===== src/rtl/mem_pkg.sv =====
`default_nettype none
// ============================================================================
// Package     : mem_pkg
// Description : Shared state encoding and access-size codes for the memory
//               port arbiter and its load-extension helper.
// Revision    : 1.0 - initial release
// ============================================================================
package mem_pkg;

    typedef enum logic [1:0] {
        IDLE  = 2'd0,
        FETCH = 2'd1,
        DRD   = 2'd2,
        DWR   = 2'd3
    } arb_state_t;

    localparam logic [1:0] SZ_B = 2'd0;
    localparam logic [1:0] SZ_H = 2'd1;
    localparam logic [1:0] SZ_W = 2'd2;
    localparam logic [1:0] SZ_D = 2'd3;

endpackage
`default_nettype wire


===== src/rtl/load_extend.sv =====
`default_nettype none
// ============================================================================
// Module      : load_extend
// Description : Combinational sign/zero extension of right-justified raw
//               memory read data according to the access size.
// Revision    : 1.0 - initial release
// ============================================================================
module load_extend
    import mem_pkg::*;
(
    input  logic [63:0] rdata_i,
    input  logic [1:0]  size_i,
    input  logic        unsigned_i,
    output logic [63:0] data_o
);

    always_comb begin
        data_o = rdata_i;
        case (size_i)
            SZ_B:    data_o = unsigned_i ? {56'd0, rdata_i[7:0]}
                                         : {{56{rdata_i[7]}}, rdata_i[7:0]};
            SZ_H:    data_o = unsigned_i ? {48'd0, rdata_i[15:0]}
                                         : {{48{rdata_i[15]}}, rdata_i[15:0]};
            SZ_W:    data_o = unsigned_i ? {32'd0, rdata_i[31:0]}
                                         : {{32{rdata_i[31]}}, rdata_i[31:0]};
            default: data_o = rdata_i;
        endcase
    end

endmodule
`default_nettype wire


===== src/rtl/mem_port_arbiter.sv =====
`default_nettype none
// ============================================================================
// Module      : mem_port_arbiter
// Description : Shares one memory port between instruction fetch and data
//               load/store, holding each response as a level until released.
// Revision    : 1.0 - initial release
// ============================================================================
module mem_port_arbiter
    import mem_pkg::*;
#(
    parameter int ADDR_W       = 56,
    parameter int STARVE_LIMIT = 4,
    parameter int TIMEOUT      = 255
) (
    input  logic              phi1,
    input  logic              rst,
    input  logic [ADDR_W-1:0] instruction_address,
    input  logic              input_instruction_request,
    output logic [31:0]       input_instruction,
    output logic              input_instruction_valid,
    input  logic [ADDR_W-1:0] data_address,
    input  logic [1:0]        data_size,
    input  logic              input_data_unsigned,
    input  logic              input_data_request,
    output logic [63:0]       input_data,
    output logic              input_data_valid,
    input  logic [63:0]       output_data,
    input  logic              output_data_request,
    output logic              output_data_complete,
    output logic [ADDR_W-1:0] mem_addr,
    output logic [1:0]        mem_size,
    output logic              mem_read,
    output logic              mem_write,
    output logic [63:0]       mem_wdata,
    input  logic [63:0]       mem_rdata,
    input  logic              mem_ready,
    output logic              bus_error
);

    localparam int              SC_W       = $clog2(STARVE_LIMIT + 1);
    localparam int              WC_W       = $clog2(TIMEOUT + 1);
    localparam logic [SC_W-1:0] STARVE_MAX = SC_W'(STARVE_LIMIT);
    localparam logic [WC_W-1:0] WAIT_LAST  = WC_W'(TIMEOUT - 1);

    arb_state_t        state_q, state_d;
    logic [ADDR_W-1:0] mem_addr_q, mem_addr_d;
    logic [1:0]        mem_size_q, mem_size_d;
    logic              mem_read_q, mem_read_d;
    logic              mem_write_q, mem_write_d;
    logic [63:0]       mem_wdata_q, mem_wdata_d;
    logic [31:0]       instr_q, instr_d;
    logic              ivalid_q, ivalid_d;
    logic [ADDR_W-1:0] itag_q, itag_d;
    logic [63:0]       ldata_q, ldata_d;
    logic              dvalid_q, dvalid_d;
    logic              dcomplete_q, dcomplete_d;
    logic              bus_error_q, bus_error_d;
    logic              uns_q, uns_d;
    logic [SC_W-1:0]   starve_q, starve_d;
    logic [WC_W-1:0]   wait_q, wait_d;
    logic [ADDR_W-1:0] iaddr_prev_q;

    logic        strobe, op_done, op_timeout;
    logic        fetch_inval, data_inval, data_slot;
    logic        fetch_pend, data_pend;
    logic        grant_fetch, grant_rd, grant_wr;
    logic        fetch_fill, rd_fill, wr_fill;
    logic [63:0] ext_data;

    load_extend u_load_extend (
        .rdata_i    (mem_rdata),
        .size_i     (mem_size_q),
        .unsigned_i (uns_q),
        .data_o     (ext_data)
    );

    assign strobe     = mem_read_q | mem_write_q;
    assign op_done    = strobe & mem_ready;
    assign op_timeout = strobe & ~mem_ready & (wait_q == WAIT_LAST);

    assign data_slot   = dvalid_q | dcomplete_q;
    assign fetch_inval = ~input_instruction_request | (instruction_address != itag_q);
    assign data_inval  = (instruction_address != iaddr_prev_q)
                       | ~(input_data_request | output_data_request);

    // A data slot being released this cycle already counts as pending, so
    // back-to-back data ops see no idle gap the fetch could slip into.
    assign fetch_pend = input_instruction_request & ~(ivalid_q & (itag_q == instruction_address));
    assign data_pend  = (input_data_request | output_data_request) & (~data_slot | data_inval);

    // Results of ops whose request dropped or whose address moved are discarded.
    assign fetch_fill = (state_q == FETCH) & op_done & input_instruction_request
                      & (instruction_address == mem_addr_q);
    assign rd_fill    = (state_q == DRD) & op_done & input_data_request
                      & (instruction_address == iaddr_prev_q);
    assign wr_fill    = (state_q == DWR) & op_done & output_data_request
                      & (instruction_address == iaddr_prev_q);

    always_ff @(posedge phi1 or negedge rst) begin
        if (!rst) begin
            state_q <= IDLE;
        end else begin
            state_q <= state_d;
        end
    end

    always_comb begin
        state_d     = state_q;
        grant_fetch = 1'b0;
        grant_rd    = 1'b0;
        grant_wr    = 1'b0;
        case (state_q)
            IDLE: begin
                if ((starve_q == STARVE_MAX) && fetch_pend) begin
                    grant_fetch = 1'b1;
                    state_d     = FETCH;
                end else if (data_pend) begin
                    if (input_data_request) begin
                        grant_rd = 1'b1;
                        state_d  = DRD;
                    end else begin
                        grant_wr = 1'b1;
                        state_d  = DWR;
                    end
                end else if (fetch_pend) begin
                    grant_fetch = 1'b1;
                    state_d     = FETCH;
                end
            end
            FETCH, DRD, DWR: begin
                if (op_done || op_timeout) begin
                    state_d = IDLE;
                end
            end
            default: state_d = IDLE;
        endcase
    end

    always_comb begin
        mem_addr_d  = mem_addr_q;
        mem_size_d  = mem_size_q;
        mem_read_d  = mem_read_q;
        mem_write_d = mem_write_q;
        mem_wdata_d = mem_wdata_q;
        instr_d     = instr_q;
        ivalid_d    = ivalid_q;
        itag_d      = itag_q;
        ldata_d     = ldata_q;
        dvalid_d    = dvalid_q;
        dcomplete_d = dcomplete_q;
        bus_error_d = 1'b0;
        uns_d       = uns_q;
        starve_d    = starve_q;
        wait_d      = '0;

        if (ivalid_q && fetch_inval) begin
            ivalid_d = 1'b0;
        end
        if (data_slot && data_inval) begin
            dvalid_d    = 1'b0;
            dcomplete_d = 1'b0;
        end

        if (grant_fetch) begin
            mem_read_d = 1'b1;
            mem_addr_d = instruction_address;
            mem_size_d = SZ_W;
            starve_d   = '0;
        end
        if (grant_rd || grant_wr) begin
            mem_read_d  = grant_rd;
            mem_write_d = grant_wr;
            mem_addr_d  = data_address;
            mem_size_d  = data_size;
            uns_d       = input_data_unsigned;
            bus_error_d = grant_rd & output_data_request;
            if (grant_wr) begin
                mem_wdata_d = output_data;
            end
            if (fetch_pend && (starve_q < STARVE_MAX)) begin
                starve_d = starve_q + SC_W'(1);
            end
        end

        if (strobe) begin
            if (op_done || op_timeout) begin
                mem_read_d  = 1'b0;
                mem_write_d = 1'b0;
                bus_error_d = op_timeout;
            end else begin
                wait_d = wait_q + WC_W'(1);
            end
        end

        if (fetch_fill) begin
            instr_d  = mem_rdata[31:0];
            ivalid_d = 1'b1;
            itag_d   = instruction_address;
        end
        if (rd_fill) begin
            ldata_d  = ext_data;
            dvalid_d = 1'b1;
        end
        if (wr_fill) begin
            dcomplete_d = 1'b1;
        end
    end

    always_ff @(posedge phi1 or negedge rst) begin
        if (!rst) begin
            mem_addr_q   <= '0;
            mem_size_q   <= '0;
            mem_read_q   <= 1'b0;
            mem_write_q  <= 1'b0;
            mem_wdata_q  <= '0;
            instr_q      <= '0;
            ivalid_q     <= 1'b0;
            itag_q       <= '0;
            ldata_q      <= '0;
            dvalid_q     <= 1'b0;
            dcomplete_q  <= 1'b0;
            bus_error_q  <= 1'b0;
            uns_q        <= 1'b0;
            starve_q     <= '0;
            wait_q       <= '0;
            iaddr_prev_q <= '0;
        end else begin
            mem_addr_q   <= mem_addr_d;
            mem_size_q   <= mem_size_d;
            mem_read_q   <= mem_read_d;
            mem_write_q  <= mem_write_d;
            mem_wdata_q  <= mem_wdata_d;
            instr_q      <= instr_d;
            ivalid_q     <= ivalid_d;
            itag_q       <= itag_d;
            ldata_q      <= ldata_d;
            dvalid_q     <= dvalid_d;
            dcomplete_q  <= dcomplete_d;
            bus_error_q  <= bus_error_d;
            uns_q        <= uns_d;
            starve_q     <= starve_d;
            wait_q       <= wait_d;
            iaddr_prev_q <= instruction_address;
        end
    end

    assign mem_addr                = mem_addr_q;
    assign mem_size                = mem_size_q;
    assign mem_read                = mem_read_q;
    assign mem_write               = mem_write_q;
    assign mem_wdata               = mem_wdata_q;
    assign input_instruction       = instr_q;
    assign input_instruction_valid = ivalid_q;
    assign input_data              = ldata_q;
    assign input_data_valid        = dvalid_q;
    assign output_data_complete    = dcomplete_q;
    assign bus_error               = bus_error_q;

endmodule
`default_nettype wire


===== config.mk =====
export PLATFORM = sky130hd
export DESIGN_NAME = mem_port_arbiter
export DESIGN_NICKNAME = d
export VERILOG_FILES = /design/src/rtl/mem_pkg.sv /design/src/rtl/load_extend.sv /design/src/rtl/mem_port_arbiter.sv
export SDC_FILE = /design/constraint.sdc
export NUM_CORES = 1
export LEC_CHECK = 0
export CORE_ASPECT_RATIO = 0.7
export CORE_MARGIN = 4
export CORE_UTILIZATION = 51
export CTS_BUF_LIST = sky130_fd_sc_hd__clkbuf_16
export CTS_CLUSTER_DIAMETER = 150
export DETAILED_ROUTE_END_ITERATION = 10
export PLACE_DENSITY = 0.87
export SYNTH_ARGS = -nofsm -noshare
export SYNTH_HDL_FRONTEND = slang
export SYNTH_SLANG_ARGS = --single-unit

===== constraint.sdc =====
create_clock -name phi1 -period 5.3 [get_ports phi1]
set_clock_uncertainty 0.2 [all_clocks]
set_input_delay 0.53 -clock phi1 [delete_from_list [all_inputs] [get_ports phi1]]
set_output_delay 0.53 -clock phi1 [all_outputs]
set_load 0.03 [all_outputs]

# ---- Word level (Yosys, flattened, before mapping)
# Index checks and enable logic that the tools add are counted.
# W data, S select, Z words.
dict set report classes {
  n_eq_ne 14
  order_cmp 1
  add_sub_neg 2
  n_reduce_logical 15
  muxes 46
  bitwise_logic 27
}
# operator count
set ops {}
lappend ops {{$mux W64} 3}
lappend ops {{$pmux W64 S3} 1}
lappend ops {{$eq A56 B56 Y1} 3}
lappend ops {{$mux W56} 2}
lappend ops {{$ne A56 B56 Y1} 2}
lappend ops {{$mux W1} 28}
lappend ops {{$and A1 B1 Y1} 16}
lappend ops {{$mux W8} 2}
lappend ops {{$mux W2} 6}
lappend ops {{$mux W3} 3}
lappend ops {{$add A8 B1 Y8 const B} 1}
lappend ops {{$eq A8 B8 Y1 const B} 1}
lappend ops {{$reduce_bool A2 Y1} 4}
lappend ops {{$eq A2 B2 Y1 const B} 3}
lappend ops {{$or A1 B1 Y1} 6}
lappend ops {{$not A1 Y1} 5}
lappend ops {{$eq A2 B1 Y1 const B} 2}
lappend ops {{$logic_and A1 B1 Y1} 4}
lappend ops {{$logic_not A2 Y1} 2}
lappend ops {{$ne A4 B4 Y1 const B} 1}
lappend ops {{$pmux W2 S2} 1}
lappend ops {{$reduce_and A2 Y1} 2}
lappend ops {{$add A3 B1 Y3 const B} 1}
lappend ops {{$eq A3 B3 Y1 const B} 1}
lappend ops {{other kinds (4)} 5}
dict set report totals {
  in_bits 249
  output_inout_bits 224
  wordCells 122
  regBits 350
}

# ---- Depth between registers and ports, before layout
dict set report depth {
  ltp_word 12
  mapped_depth 10
  ltp_nobuf 7
}

# ---- Modules after synthesis
# A second synthesis with hierarchy kept.
dict set report hier_totals {
  hier_cells 1274
  area_unflattened_um2 16105.4
}
# mod instances seq_area_each_um2 cells_each area_each_um2
set modules_own_cells {}
lappend modules_own_cells {mem_port_arbiter 1 8758.4 1124 15252.1}
lappend modules_own_cells {load_extend 1 0.0 150 853.3}

# ---- Worst setup path after synthesis
# No wires, ideal clock.
dict set report synth_timing {
  path_type {in2reg}
  startpoint {in instruction_address[26]}
  endpoint {reg mem_wdata_q[14], in the netlist mem_wdata[14]}
  path_buffers 3
  path_slack_ns 2.622
  cell_stages 10
  required_time_ns 4.973
  t_arrival_ns 2.351
  setup_ns 0.127
  cell_sequence {clkbuf_1 xnor2_1 nand4_1 nor4_1 and4_1 or3_1 nor2_1 buf_6 buf_6 mux2_1}
}
dict set report synth_between {
  elab_chain_len 9
  word_cells_on_any_way 17
  cone_classes {2 x eq/ne; 6 x mux; 6 x bitwise; 3 x reduce/logical}
}
# item line
set synth_rtl {}
lappend synth_rtl {{start, declared} mem_port_arbiter.sv:17} ;# input logic [ADDR_W-1:0] instruction_address,
lappend synth_rtl {{$ne A56 B56 Y1 or $eq A56 B56 Y1 (tied branches)} {mem_port_arbiter.sv:83, mem_port_arbiter.sv:88}}
lappend synth_rtl {{$or A1 B1 Y1 or $and A1 B1 Y1 (tied branches)} {mem_port_arbiter.sv:84, mem_port_arbiter.sv:88}}
lappend synth_rtl {{$or A1 B1 Y1 or $not A1 Y1 (tied branches)} {mem_port_arbiter.sv:89, mem_port_arbiter.sv:88}}
lappend synth_rtl {{$and A1 B1 Y1, on equally long branches} {mem_port_arbiter.sv:89, mem_port_arbiter.sv:88}}
lappend synth_rtl {{$mux W1 or $logic_and A1 B1 Y1 (tied branches)} {mem_port_arbiter.sv:117, mem_port_arbiter.sv:114}}
lappend synth_rtl {{$mux W1} mem_port_arbiter.sv:114} ;# if ((starve_q == STARVE_MAX) && fetch_pend) begin
lappend synth_rtl {{$mux W1} mem_port_arbiter.sv:112} ;# case (state_q)
lappend synth_rtl {{$logic_or A1 B1 Y1} mem_port_arbiter.sv:170} ;# if (grant_rd || grant_wr) begin
lappend synth_rtl {{$reduce_and A2 Y1 (no source line) (*)} n/a}
lappend synth_rtl {{end signal, assigned} mem_port_arbiter.sv:232} ;# mem_wdata_q <= mem_wdata_d;
lappend synth_rtl {{end, declared} mem_port_arbiter.sv:50} ;# logic [63:0] mem_wdata_q, mem_wdata_d;
# Every way passes the cells marked *; elsewhere a longest branch is shown, timed or not.
# A chain may end at the register's enable or synchronous reset.

# ---- Worst setup path in the final report
dict set report layout_timing {
  startpoint {in instruction_address[0]}
  endpoint {reg mem_addr_q[13], in the netlist mem_addr[13]}
}
dict set report layout_between {
  elab_chain_len 9
  word_cells_on_any_way 22
  cone_classes {2 x eq/ne; 11 x mux; 6 x bitwise; 3 x reduce/logical}
}
# item line
set layout_rtl {}
lappend layout_rtl {{$ne A56 B56 Y1 or $eq A56 B56 Y1 (tied branches)} {mem_port_arbiter.sv:83, mem_port_arbiter.sv:88}}
lappend layout_rtl {{$or A1 B1 Y1 or $and A1 B1 Y1 (tied branches)} {mem_port_arbiter.sv:84, mem_port_arbiter.sv:88}}
lappend layout_rtl {{$or A1 B1 Y1 or $not A1 Y1 (tied branches)} {mem_port_arbiter.sv:89, mem_port_arbiter.sv:88}}
lappend layout_rtl {{$and A1 B1 Y1, on equally long branches} {mem_port_arbiter.sv:89, mem_port_arbiter.sv:88}}
lappend layout_rtl {{$mux W1, or another cell as far along} mem_port_arbiter.sv:117} ;# end else if (data_pend) begin
lappend layout_rtl {{$mux W1, on equally long branches} {mem_port_arbiter.sv:114, mem_port_arbiter.sv:117}}
lappend layout_rtl {{$mux W1, on equally long branches} {mem_port_arbiter.sv:112, mem_port_arbiter.sv:114}}
lappend layout_rtl {{$logic_or A1 B1 Y1 or $mux W1 (tied branches)} {mem_port_arbiter.sv:170, mem_port_arbiter.sv:112}}
lappend layout_rtl {{$mux W56 or $reduce_bool A2 Y1 (tied branches)} n/a}
lappend layout_rtl {{end signal, assigned} mem_port_arbiter.sv:228} ;# mem_addr_q <= mem_addr_d;
lappend layout_rtl {{end, declared} mem_port_arbiter.sv:46} ;# logic [ADDR_W-1:0] mem_addr_q, mem_addr_d;
# Parallel ways exist; a longest one is shown, timed or not.

==> results.yml <==
power:
  switching_power_w: 0.003775
  p_leak_nw: 9.835
  seq_power_share_pct: 36.3
  clkPwrFrac_pct: 23.3
  swShare_pct: 37.94
  vdd_drop_max_v: 0.0004566
  power_w: 0.009951
  p_per_area_nw_per_um2: 454.7
  p_int_w: 0.006176
  power_frac_comb_pct: 40.3
synth:
  synth_nets: 1509
  synthCells: 1256
  synth.distinct_cells: 51
  synthFlopType: "dfrtp_1"
  yosys_warnings: 0
  synth.ff_latch_count: 350
  async_flop_share_pct: 100.0
  syn_area_sq_um: 15730
  synth_edf_count: 0
  avgSynthCellArea_sq_um: 12.53
  ys_seq_area_share_pct: 55.67
floorplanning:
  core_sq_um: 30240
  rows: 53
  chipWidth_um: 217.9
  die_area_sq_um: 33770
  ios: 473
  start_util_pct: 52.03
  die_h_um: 155.0
route:
  wl_per_cell_um: 23.64
  first_pass_iters: 5
  route.detailed.drc: 0
  routed_wl_um: 50900
  antenna_left: 0
  vias: 12263
  via_per_inst: 5.696
  drt_iter0_markers: 1218
cts:
  clk_latency_ns: 0.53
  cts_root_buf: "clkbuf_16"
  cts_buffer_depth: 3
  clk_pin_slew_ns: 0.06
  ctsResizeCount: 0
  hold_buffers: 1
  postCtsSetupRepairBufs: 0
  cts_made_buffers: 35
  cts_tree: "done"
  clkSinkCount: 350
  htree_num_levels: 2
sta:
  fmax_mhz: 275.1
  period_minus_slack_ns: 3.635
  final-hold-violation-count: 0
  timing.setup.tns_ns: 0
  finalCritPeriodShare_pct: 68.58
  drv_slew: 0
  tightestPinTransition_ns: 1.329
  grt_setup_unrepaired: "no"
  setup_viol: 0
  slew_headroom_pct: 11.42
setup_path:
  worstSetupPathType: "input port to flop"
  cp_slowest_stage_delay_ns: 0.59
  critPathTopFamily: "compound AO/OA/AOI/OAI gates"
  crit_arrival_ns: 3.85
  worstPathRequired_ns: 5.51
  worstPathMaxFanout: 51
  cp_slowest_cell: "clkdlybuf4s50_1"
  endpoint_kind: "flop"
  cp.buffers_inverters: 2
  cp-start-kind: "input port"
  crit_chain: "clkdlybuf4s50_1, xnor2_1, o221ai_1, nor4_1, and3_2, a21o_2, buf_12, a211oi_1, a221o_1"
grt:
  grt_start_max_net_pins: 132
  grt_pass1_vias: 12836
  antenna_found_initial: 4
  grt_pass1_wl_um: 77490
  overflow: 0
  grt.total_usage_pct: 29.53
place:
  finalWeightedCongestion: 0.9033
  dp_hpwl_um: 37350
  port_buffers: 472
hold_path:
  hp-class: "flop to flop"
outcome:
  status: "completed"
flow_run:
  cap_violations: 0
final_layout:
  utilization_pct: 72.36
  final_nets: 1968
  area_growth_pct: 39.09
  fill_cells: 2079
  drive_gt1_share_pct: 12.31
logic make-up after synthesis:
kind of cell | after synthesis | synth area share (%)
compound gates | 187 | 9.098
xor+xnor | 161 | 8.963
fa+ha+maj | 4 | 0.3181
buf+inv | 171 | 5.145
flops | 350 | 55.67
mux | 216 | 15.20
simple gates | 167 | 5.607
placed cells by master (no fill, tap or decap), drive strengths merged, types with 3 or more instances in the layout:
master,n
a211oi,56
a21oi,38
a221o,57
and3,6
buf,21
clkbuf,36
clkdlybuf4s50,471
clkinv,15
dfrtp,350
diode,3
ha,4
inv,106
mux2,183
mux2i,33
nand2,54
nand2b,8
nand3,9
nand4,31
nor2,16
nor2b,9
nor3,4
nor4,20
o2111ai,3
o21ai,17
xnor2,105
xor2,56
per-layer routing:
| metal | track usage, % | vias to the layer above | part of all wire (%) |
|---|---|---|---|
| li1 | - | 5326 | - |
| met1 | 40.73 | 6171 | 40 |
| met2 | 46.45 | 666 | 47 |
| met3 | 8.629 | 98 | 11 |
| met4 | 7.609 | 2 | 2.4 |
| met5 | 0 | - | 0.033 |
power groups by stage:
| stage | Sequential (W) | Clock, W | Combinational [W] |
|---|---|---|---|
| finish | 0.00362 | 0.00232 | 0.00401 |
| global route | 0.00368 | 0.00248 | 0.00424 |
| CTS | 0.00361 | 0.00237 | 0.00402 |
| detailed placement | 0.00365 | 0 | 0.00399 |
| global placement | 0.00362 | 0 | 0.00390 |
| floorplan | 0.00446 | 0 | 0.00140 |
Yosys cell counts (all sizes together), types with 2 or more instances:
cell type	instances	area share [%]
a2111o	2	0.14
a211oi	56	2.7
a21boi	2	0.12
a21o	2	0.095
a21oi	38	1.2
a221o	57	3.6
and2	2	0.080
and3	6	0.25
buf	41	2.0
clkbuf	30	0.72
dfrtp	350	56
ha	4	0.32
inv	100	2.4
mux2	183	13
mux2i	33	2.1
nand2	54	1.3
nand2b	8	0.32
nand3	9	0.29
nand4	31	1.2
nor2	16	0.38
nor2b	9	0.36
nor3	4	0.20
nor4	20	0.80
o2111ai	3	0.17
o211ai	2	0.095
o21ai	17	0.54
o22ai	2	0.080
or3	2	0.080
xnor2	105	5.8
xor2	56	3.1
flip-flops by register name, summed over array words and instances, names as in the netlist, 2 cells and up:
name               count
mem_size               2
mem_wdata             64
starve_q               3
mem_addr              56
input_data            64
iaddr_prev_q          56
itag_q                56
wait_q                 8
input_instruction     32
state_q                2
through the flow:
| step | setup slack, ns | std cells | area, sq um | hold slack [ns] |
|---|---|---|---|---|
| global placement | 1.404 | 2089 | 20810 | 0.2658 |
| detailed placement | 1.280 | 2089 | 20810 | 0.2759 |
| global route | 1.594 | 2153 | 21880 | 0.3099 |
| floorplan | 2.622 | 1256 | 15730 | 0.03441 |
| CTS | 1.809 | 2150 | 21870 | 0.2872 |
| finish | 1.665 | 2153 | 21880 | 0.2835 |
area by class of cell:
type	count	area [sq um]	area share, %
inverters	100	375.4	1.715
clock inverters	24	153.9	0.7033
clock buffers	36	900.9	4.117
flip-flops and latches	350	8758	40.03
repair buffers	493	4952	22.63
well taps	412	515.5	2.356
diodes	3	7.507	0.03431
multi-input cells	735	6218	28.42
path summary, 6_finish.rpt:
| check | startpoint | end | slack, ns | depth (start not counted) |
|---|---|---|---|---|
| min in group asynchronous | rst | bus_error | 0.47 | 2 |
| max | instruction_address[0] | mem_addr[13] | 1.67 | 9 |
| min reg2reg | mem_wdata[45] | mem_wdata[45] | 0.28 | 1 |
| min | mem_wdata[45] | mem_wdata[45] | 0.28 | 1 |
| max reg2reg | itag_q[0] | mem_addr[13] | 1.96 | 8 |
| max in group asynchronous | rst | mem_wdata[47] | 3.13 | 3 |
Power figures use the tool's default switching activity.
